[src/rtl/fwd_pkg.sv]
// Shared types for the operand forwarding / load-use controller.
// Result-source select encodings, age-slot layout and sequencing FSM states.
package fwd_pkg;

    localparam int REG_AW = 5;

    localparam logic [1:0] SEL_REG = 2'b00;
    localparam logic [1:0] SEL_EX  = 2'b01;
    localparam logic [1:0] SEL_DM  = 2'b10;
    localparam logic [1:0] SEL_WB  = 2'b11;

    typedef logic [REG_AW-1:0] reg_addr_t;

    typedef struct packed {
        logic      v;
        reg_addr_t rd;
        logic      we;
        logic      ld;
    } slot_t;

    typedef enum logic {
        RUN  = 1'b0,
        HOLD = 1'b1
    } fsm_state_t;

    function automatic logic slot_hit(input slot_t s, input reg_addr_t r);
        return s.v & s.we & (s.rd == r);
    endfunction

endpackage

[src/rtl/fwd_sel.sv]
// Per-operand forwarding select: youngest in-flight writer of the operand wins.
// Purely combinational, no latency, no flow control.
// Also flags when the youngest writer is a load whose data is not yet available.
module fwd_sel
    import fwd_pkg::*;
(
    input  reg_addr_t   opnd,
    input  slot_t       s1,
    input  slot_t       s2,
    input  slot_t       s3,
    output logic [1:0]  sel,
    output logic        s1_load_hit
);

    always_comb begin
        sel = SEL_REG;
        if (slot_hit(s1, opnd)) begin
            sel = SEL_EX;
        end else if (slot_hit(s2, opnd)) begin
            sel = SEL_DM;
        end else if (slot_hit(s3, opnd)) begin
            sel = SEL_WB;
        end
        s1_load_hit = slot_hit(s1, opnd) & s1.ld;
    end

endmodule

[src/rtl/fwd_hazard_ctrl.sv]
// Operand-select sequencer: tracks 3 younger writers, drives bank selects, stalls one cycle on load-use.
// Selects/bubble registered (aligned with EX); stall is combinational in the decode cycle.
// Backpressure: stall holds PC/decode for one cycle; HAZ_STALL_CNT_EN adds a saturating stall counter.
module fwd_hazard_ctrl
    import fwd_pkg::*;
#(
    parameter int AW = REG_AW
) (
    input  logic          clk,
    input  logic          rst,
    input  logic          id_valid,
    input  logic [AW-1:0] id_ra,
    input  logic [AW-1:0] id_rb,
    input  logic [AW-1:0] id_rd,
    input  logic          id_we,
    input  logic          id_load,
    input  logic          id_imm,
    input  logic          flush,
    output logic [1:0]    mux_sel_A,
    output logic [1:0]    mux_sel_B,
    output logic          imm_sel,
`ifdef HAZ_STALL_CNT_EN
    output logic [15:0]   stall_cnt,
`endif
    output logic          stall,
    output logic          bubble
);

    slot_t      s1_q, s2_q, s3_q;
    slot_t      s1_d, s2_d, s3_d;
    fsm_state_t state_q, state_d;
    logic [1:0] sel_a_q, sel_a_d, sel_b_q, sel_b_d;
    logic       imm_sel_q, imm_sel_d;
    logic       bubble_q, bubble_d;

    logic [1:0] sel_a, sel_b;
    logic       hit_a, hit_b;
    logic       id_live, load_use, issue;

    fwd_sel u_sel_a (
        .opnd        (reg_addr_t'(id_ra)),
        .s1          (s1_q),
        .s2          (s2_q),
        .s3          (s3_q),
        .sel         (sel_a),
        .s1_load_hit (hit_a)
    );

    fwd_sel u_sel_b (
        .opnd        (reg_addr_t'(id_rb)),
        .s1          (s1_q),
        .s2          (s2_q),
        .s3          (s3_q),
        .sel         (sel_b),
        .s1_load_hit (hit_b)
    );

    always_comb begin
        id_live  = id_valid & ~flush;
        load_use = id_live & (hit_a | (~id_imm & hit_b));
        // In HOLD the load has moved to s2, so the same load never stalls twice.
        stall    = (state_q == RUN) & load_use;
        issue    = id_live & ~stall;

        state_d = state_q;
        case (state_q)
            RUN:     if (stall) state_d = HOLD;
            HOLD:    state_d = RUN;
            default: state_d = RUN;
        endcase

        s3_d = s2_q;
        s2_d = s1_q;
        s1_d = '0;

        sel_a_d   = SEL_REG;
        sel_b_d   = SEL_REG;
        imm_sel_d = 1'b0;
        bubble_d  = 1'b1;

        if (issue) begin
            s1_d      = '{v: 1'b1, rd: reg_addr_t'(id_rd), we: id_we, ld: id_load};
            sel_a_d   = sel_a;
            sel_b_d   = id_imm ? SEL_REG : sel_b;
            imm_sel_d = id_imm;
            bubble_d  = 1'b0;
        end
    end

    always_ff @(posedge clk) begin
        if (rst) begin
            s1_q      <= '0;
            s2_q      <= '0;
            s3_q      <= '0;
            state_q   <= RUN;
            sel_a_q   <= SEL_REG;
            sel_b_q   <= SEL_REG;
            imm_sel_q <= 1'b0;
            bubble_q  <= 1'b1;
        end else begin
            s1_q      <= s1_d;
            s2_q      <= s2_d;
            s3_q      <= s3_d;
            state_q   <= state_d;
            sel_a_q   <= sel_a_d;
            sel_b_q   <= sel_b_d;
            imm_sel_q <= imm_sel_d;
            bubble_q  <= bubble_d;
        end
    end

    assign mux_sel_A = sel_a_q;
    assign mux_sel_B = sel_b_q;
    assign imm_sel   = imm_sel_q;
    assign bubble    = bubble_q;

`ifdef HAZ_STALL_CNT_EN
    logic [15:0] stall_cnt_q, stall_cnt_d;

    always_comb begin
        stall_cnt_d = stall_cnt_q;
        if (stall && (stall_cnt_q != 16'hFFFF)) begin
            stall_cnt_d = stall_cnt_q + 16'd1;
        end
    end

    always_ff @(posedge clk) begin
        if (rst) begin
            stall_cnt_q <= '0;
        end else begin
            stall_cnt_q <= stall_cnt_d;
        end
    end

    assign stall_cnt = stall_cnt_q;
`endif

endmodule

[config.mk]
export PLATFORM = sky130hd
export DESIGN_NAME = fwd_hazard_ctrl
export DESIGN_NICKNAME = d
export VERILOG_FILES = /design/src/rtl/fwd_pkg.sv /design/src/rtl/fwd_sel.sv /design/src/rtl/fwd_hazard_ctrl.sv
export SDC_FILE = /design/constraint.sdc
export NUM_CORES = 1
export LEC_CHECK = 0
export CAP_MARGIN = 20
export CORE_MARGIN = 5
export CORE_UTILIZATION = 34
export CTS_CLUSTER_SIZE = 16
export DETAILED_ROUTE_END_ITERATION = 12
export GPL_TIMING_DRIVEN = 0
export PLACE_DENSITY = 0.53
export SYNTH_ARGS = -nofsm -noshare
export SYNTH_HDL_FRONTEND = slang
export SYNTH_HIERARCHICAL = 1
export SYNTH_SLANG_ARGS = --single-unit
[constraint.sdc]
create_clock -name clk -period 5.94 [get_ports clk]
set_input_delay 1.188 -clock clk [delete_from_list [all_inputs] [get_ports clk]]
set_output_delay 1.188 -clock clk [all_outputs]
set_load 0.005 [all_outputs]
After elaboration in Yosys (flattened, before gate mapping)

Index checks and enable logic that the tools add are counted.

Register bits: 29
Input port bits: 22

Equality and inequality tests: 6
Muxes and demuxes: 10
Bitwise gates (word level): 22
Reduce and logical (&&, ||, !) cells: 4

Operators by type and width:

| kind            | count |
|---|---|
| $eq 5x5->1      | 6 |
| $and 1x1->1     | 16 |
| $mux 2          | 4 |
| $mux 8          | 1 |
| $reduce_or 3->1 | 2 |
| $not 1->1       | 5 |
| $mux 1          | 4 |
| $reduce_or 4->1 | 1 |
| $pmux 1 s2      | 1 |
| $reduce_or 2->1 | 1 |
| $or 1x1->1      | 1 |

Longest topological paths before layout

Gate-level depths: netlist (run 1).

Depth in word-level cells: 11
Depth in mapped cells: 8

By module

Netlist (run 1), hierarchy kept.

Modules (own cells, without submodules):

| module          | instances | cells an instance | area each (sq um) | sequential area each (sq um) |
|---|---|---|---|---|
| fwd_hazard_ctrl | 1         | 74                | 928.4             | 620.6 |
| fwd_sel         | 2         | 26                | 210.2             | 0.0 |

Worst setup path before layout (run 1)

OpenSTA, ideal clock, no wires.

Path kind: input port to output port
Start point: input port id_rb[1]
End point: output port stall
Data arrival time: 2.311 ns
Required time: 4.752 ns
Slack: 2.441 ns
Stages: 7
Path through: xnor2_1 -> nand4_1 -> nor2_1 -> and2_1 -> nand2b_4 -> a211oi_4 -> buf_6

Word-level cells in the longest chain between the ends: 7

RTL lines:

| element     | RTL line              | source |
|---|---|---|
| from (decl) | fwd_hazard_ctrl.sv:13 | `input logic [AW-1:0] id_rb,` |
| $eq 5x5->1  | fwd_pkg.sv:27         | `return s.v & s.we & (s.rd == r);` |
| $and 1x1->1 | fwd_pkg.sv:27         |  |
| $and 1x1->1 | fwd_sel.sv:24         | `s1_load_hit = slot_hit(s1, opnd) & s1.ld;` |
| net hit_b   | fwd_hazard_ctrl.sv:37 | `logic hit_a, hit_b;` |
| $and 1x1->1 | fwd_hazard_ctrl.sv:60 | `load_use = id_live & (hit_a \| (~id_imm & hit_b));` |
| $or 1x1->1  | fwd_hazard_ctrl.sv:60 |  |
| $and 1x1->1 | fwd_hazard_ctrl.sv:60 |  |
| $and 1x1->1 | fwd_hazard_ctrl.sv:62 | `stall = (state_q == RUN) & load_use;` |
| to (decl)   | fwd_hazard_ctrl.sv:25 | `output logic stall,` |

The timed path passes the listed nets, and every way through them passes these cells.

Worst setup path after layout (run 1)

Same ends and word-level chain as after synthesis.

==> impl_metrics.py, run 1 <==
metrics = {
    "sta": {
        "achievable-frequency_ghz": 0.206,
        "hold_violations": 0,
        "fin_worst_setup_slack_ns": 1.07,
        "final-setup-viol-count": 0,
        "finalCriticalPeriod_ns": 4.87,
        "tns_ns": 0,
        "max_slew_margin_pct": 69.3,
        "clock_skew_ns": 0.00382,
        "report.final.slew_viol_count": 0,
        "period_share_pct": 81.9,
        "worst_slew_pin_slew_ns": 0.453,
        "grt_setup_unrepaired": "no",
    },
    "global_route": {
        "groute.layer.met1.usage_pct": 15.0,
        "groute.layer.met3.usage_pct": 4.35,
        "grt_first_pass_wirelength_um": 4780,
        "gr-total-overflow": 0,
        "grt_pass1_vias": 1003,
        "grt.busiest_layer": "met2",
        "grt_max_degree": 11,
        "groute.usage.overall_pct": 12.4,
        "grt_antenna_before_repair": 0,
        "grt_use_met2_pct": 19.1,
    },
    "cells_and_area": {
        "flow.area_growth_from_synthesis_pct": 32.1,
        "fin_area_um2": 1710,
        "layout_commonest_cell": "dfxtp_1",
        "nNetsFinal": 178,
        "finalCoreUtilization_pct": 46.4,
        "layout.cells.most_common_list": "dfxtp_1, clkdlybuf4s50_1, xor2_1",
        "drive_above_1_share_pct": 8.97,
        "antenna_cells_inserted": 0,
    },
    "cts": {
        "ctsRootBufferMaster": "clkbuf_8",
        "cts.path.max_buffers": 2,
        "clk_latency_ns": 0.28,
        "htree_num_levels": 2,
        "post_cts_buffers": 0,
        "worst_setup_hold_path_clk_slew_ns": 0.06,
        "holdBufCountCts": 0,
        "cts-buffers-inserted": 5,
        "tritoncts_clock_tree": "built",
        "number_of_clock_sinks": 29,
        "post_cts_resize_count": 0,
    },
    "power": {
        "power.ir.vdd_worst_mv": 0.116,
        "static_leakage_nw": 0.620,
        "power_per_cell_area_nw_per_um2": 236,
        "total_power_mw": 0.404,
    },
    "setup_path": {
        "cp_slowest_cell": "clkdlybuf4s50_1",
        "worstPathRequired_ns": 4.75,
        "critical_path.startpoint_type": "primary input",
        "critPathArrivalTime_ns": 3.68,
        "critPathMaxFanout": 10,
        "slowest_delay_ns": 0.57,
        "setup.worst_path.end_class": "output pin",
        "crit_type": "primary input to output pin",
        "timing.critical_path.cells": "clkdlybuf4s50_1 > xnor2_1 > nand4_1 > nor2_1 > and2_1 > nand2b_4 > a211oi_4 > buf_6 > clkdlybuf4s50_1",
        "most_used_cell_along_the_critical_path": "clkdlybuf4s50_1",
    },
    "floorplanning": {
        "io_pins": 29,
        "floorplan.die_area_um2": 5150,
        "placementRows": 22,
        "die_width_um": 71.7,
        "initial_core_util_pct": 35.1,
        "placeableCoreArea_um2": 3690,
        "die_h_um": 71.7,
    },
    "route": {
        "wl_per_cell_um": 13.9,
        "drt_first_iter_violations": 40,
        "routed-via-count": 931,
        "ant_nets": 0,
        "route.detailed.drc": 0,
        "first_pass_iters": 4,
        "via_per_inst": 4.56,
        "totalWireLength_um": 2840,
    },
    "synthesis": {
        "synth.net_count": 144,
        "number_of_synthesis_warnings": 6,
        "syn_avg_cell_area_um2": 10.6,
        "syn_inst": 122,
        "synthesis.area_um2": 1300,
    },
    "outcome": {
        "outcome": "finished clean",
    },
    "place": {
        "dp_slack_ns": 1.07,
        "placement.cell_area_um2": 1630,
        "globalplace.congestion": 0.783,
        "place_hpwl_um": 2270,
        "io_buffers": 27,
    },
    "flow_run": {
        "max_cap_violations": 0,
    },
    "worst_hold_path": {
        "worst_hold_path_type": "register to register",
    },
}
-- registers in the layout, indices dropped and copies added, names as in the netlist --
| signal | cells |
|---|---|
| s1_q | 8 |
| s2_q | 7 |
| s3_q | 7 |
| mux_sel_A | 2 |
| mux_sel_B | 2 |
| bubble | 1 |
| imm_sel | 1 |
| state_q | 1 |
-- layout make-up --
class | count | area, µm²
Buffer | 5 | 26.3
Timing Repair Buffer | 27 | 270
Multi-Input combinational cell | 87 | 686
Fill cell | 367 | 1980
Clock buffer | 7 | 86.3
Inverter | 1 | 3.75
Tap cell | 48 | 60.1
Sequential cell | 29 | 581
-- layer usage --
| metal | part of all wire (%) | up-vias | wire [µm] |
|---|---|---|---|
| li1 | - | 480 | - |
| met1 | 47 | 423 | 1340 |
| met2 | 46 | 20 | 1300 |
| met3 | 4.4 | 8 | 125 |
| met4 | 2.5 | 0 | 70 |
| met5 | 0 | - | 0 |
-- worst max-delay path, delay by kind of cell --
family,cells,cell delay [ns]
buffers and inverters,3,1.28
AND/OR/NAND/NOR,4,0.66
AO/OA/AOI/OAI,1,0.40
XOR/XNOR,1,0.15
-- where the power goes --
part           internal, mW  leakage (nW)  switching (mW)
clock network        0.0916        0.0443          0.0699
registers             0.198         0.235         0.00254
logic                0.0242         0.341          0.0177
-- worst paths after layout --
check / startpoint / endpoint / slack (ns) / cells past startpoint
min: s1_q[1]$_SDFF_PP0_ / s2_q[1]$_SDFF_PP0_ / 0.48 / 1
min reg2reg: s1_q[1]$_SDFF_PP0_ / s2_q[1]$_SDFF_PP0_ / 0.48 / 1
max: id_rb[1] / stall / 1.07 / 9
max reg2reg: s1_q[4]$_SDFF_PP0_ / s1_q[1]$_SDFF_PP0_ / 3.97 / 8
-- through the flow --
step           hold slack (ns)  instances
2_1_floorplan            0.459        122
3_3_place_gp             0.472        197
3_5_place_dp             0.474        197
4_1_cts                  0.483        204
5_1_grt                  0.506        204
6_report                 0.485        204
(Power assumes the default switching activity.)
==> run 2: changes to the inputs <==
PLACE_DENSITY = 0.55   (was 0.53)
clock period = 4.3 ns   (was 5.94 ns; I/O delays follow)
==> impl_metrics.py, run 2 (synthesis gave the netlist of run 1 again) <==
metrics = {
    "outcome": {
        "outcome": "finished clean",
    },
    "global_route": {
        "grt_max_degree": 11,
        "gr-total-overflow": 0,
        "grt_antenna_before_repair": 0,
        "grt_pass1_vias": 973,
        "groute.usage.overall_pct": 12.1,
        "grt_first_pass_wirelength_um": 4660,
    },
    "sta": {
        "finalCriticalPeriod_ns": 4.12,
        "max_slew_margin_pct": 70.1,
        "period_share_pct": 95.8,
        "clock_skew_ns": 0.00538,
        "final-setup-viol-count": 0,
        "worst_slew_pin_slew_ns": 0.442,
        "tns_ns": 0,
        "achievable-frequency_ghz": 0.243,
        "hold_violations": 0,
        "worst_hold_slack_ns": 0.484,
        "grt_setup_unrepaired": "no",
        "report.final.slew_viol_count": 0,
    },
    "cts": {
        "worst_setup_hold_path_clk_slew_ns": 0.06,
        "holdBufCountCts": 0,
        "clk_latency_ns": 0.27,
        "number_of_clock_sinks": 29,
        "cts-buffers-inserted": 5,
        "tritoncts_clock_tree": "built",
        "ctsRootBufferMaster": "clkbuf_8",
        "htree_num_levels": 2,
        "cts.path.max_buffers": 2,
    },
    "cells_and_area": {
        "finalCoreUtilization_pct": 46.9,
        "layout_top_registers": "s1_q: 8 flops, s2_q: 7 flops, s3_q: 7 flops",
        "layout_commonest_cell": "dfxtp_1",
        "drive_above_1_share_pct": 9.62,
        "nNetsFinal": 178,
        "antenna_cells_inserted": 0,
        "largest_register_ffs": 8,
        "flow.area_growth_from_synthesis_pct": 33.5,
        "multiInputGateArea_um2": 686,
        "largest_register": "s1_q",
        "layout.cells.most_common_list": "dfxtp_1, clkdlybuf4s50_1, xor2_1",
        "ff_latch_area_um2": 581,
        "fin_area_um2": 1730,
        "n_fill_cell": 382,
    },
    "floorplanning": {
        "initial_core_util_pct": 35.1,
        "floorplan.die_area_um2": 5150,
        "die_h_um": 71.7,
        "placeableCoreArea_um2": 3690,
        "placementRows": 22,
        "die_width_um": 71.7,
        "io_pins": 29,
    },
    "flow_run": {
        "max_cap_violations": 0,
    },
    "setup_path": {
        "critPathArrivalTime_ns": 3.26,
        "worst_setup_path_startpoint": "id_rb[1]",
        "worstPathRequired_ns": 3.44,
        "critPathMaxFanout": 10,
        "critical_path.startpoint_type": "primary input",
        "reg2reg_from": "s1_q[6]$_SDFF_PP0_",
        "crit_type": "primary input to output pin",
        "setup.worst_path.end_class": "output pin",
    },
    "place": {
        "placement.cell_area_um2": 1630,
        "globalplace.congestion": 0.777,
        "place_hpwl_um": 2220,
        "io_buffers": 27,
    },
    "worst_hold_path": {
        "worst_hold_path_type": "register to register",
        "min-delay-start": "s2_q[7]$_SDFF_PP0_",
    },
    "route": {
        "first_pass_iters": 4,
        "totalWireLength_um": 2730,
        "route.detailed.drc": 0,
        "routed-via-count": 926,
        "drt_first_iter_violations": 30,
        "via_per_inst": 4.54,
        "wl_per_cell_um": 13.4,
        "ant_nets": 0,
    },
    "power": {
        "static_leakage_nw": 0.630,
        "total_power_mw": 0.601,
        "power_per_cell_area_nw_per_um2": 348,
        "power.ir.vdd_worst_mv": 0.190,
    },
}
[run 2: worst max-delay path, stage by stage]
cell and delay [ns]:
clkdlybuf4s50_1 0.56, xnor2_1 0.15, nand4_1 0.11, nor2_1 0.24, and2_1 0.21, nand2b_4 0.06, a211oi_4 0.36, buf_6 0.20
clkdlybuf4s50_1 0.51
[run 2: area by class of cell]
type	count	share of cell area, %
repair buffers	27	15.6
inverters	1	0.217
multi-input cells	87	39.6
plain buffers	5	1.52
clock inverters	2	2.02
flip-flops and latches	29	33.6
clock buffers	5	3.98
well taps	48	3.47
[run 2: power by group]
part | internal [mW] | switching, mW | total (mW)
combinational | 0.0334 | 0.0242 | 0.0577
sequential | 0.273 | 0.00344 | 0.277
clock | 0.168 | 0.0988 | 0.267
[run 2: through the flow]
stage	cells	worst slack (ns)
3_5_place_dp	197	0.132
4_1_cts	204	0.127
6_report	204	0.179
3_3_place_gp	197	0.114
2_1_floorplan	122	1.46
5_1_grt	204	0.0199
[run 2: worst paths after layout]
kind / endpoint / slack [ns] / cells after the start
worst max register to register: s1_q[2]$_SDFF_PP0_ / 2.40 / 8
worst max-delay path: stall / 0.18 / 9
worst min-delay path: s3_q[7]$_SDFF_PP0_ / 0.48 / 1
worst min register to register: s3_q[7]$_SDFF_PP0_ / 0.48 / 1
[run 2: repair_timing]
item | in CTS | in global routing
buffers inserted | 0 | 0
setup endpoints to repair | 0 | 1
hold endpoints to repair | 0 | 0
resized for setup | 0 | 0
[run 2: metal layers]
layer	vias to the layer above	track usage [%]	routed length [µm]
met1	418	15.6	1340
met3	4	4.07	107
met2	19	18.1	1250
li1	485	-	-
met5	-	0	0
met4	0	5.64	41
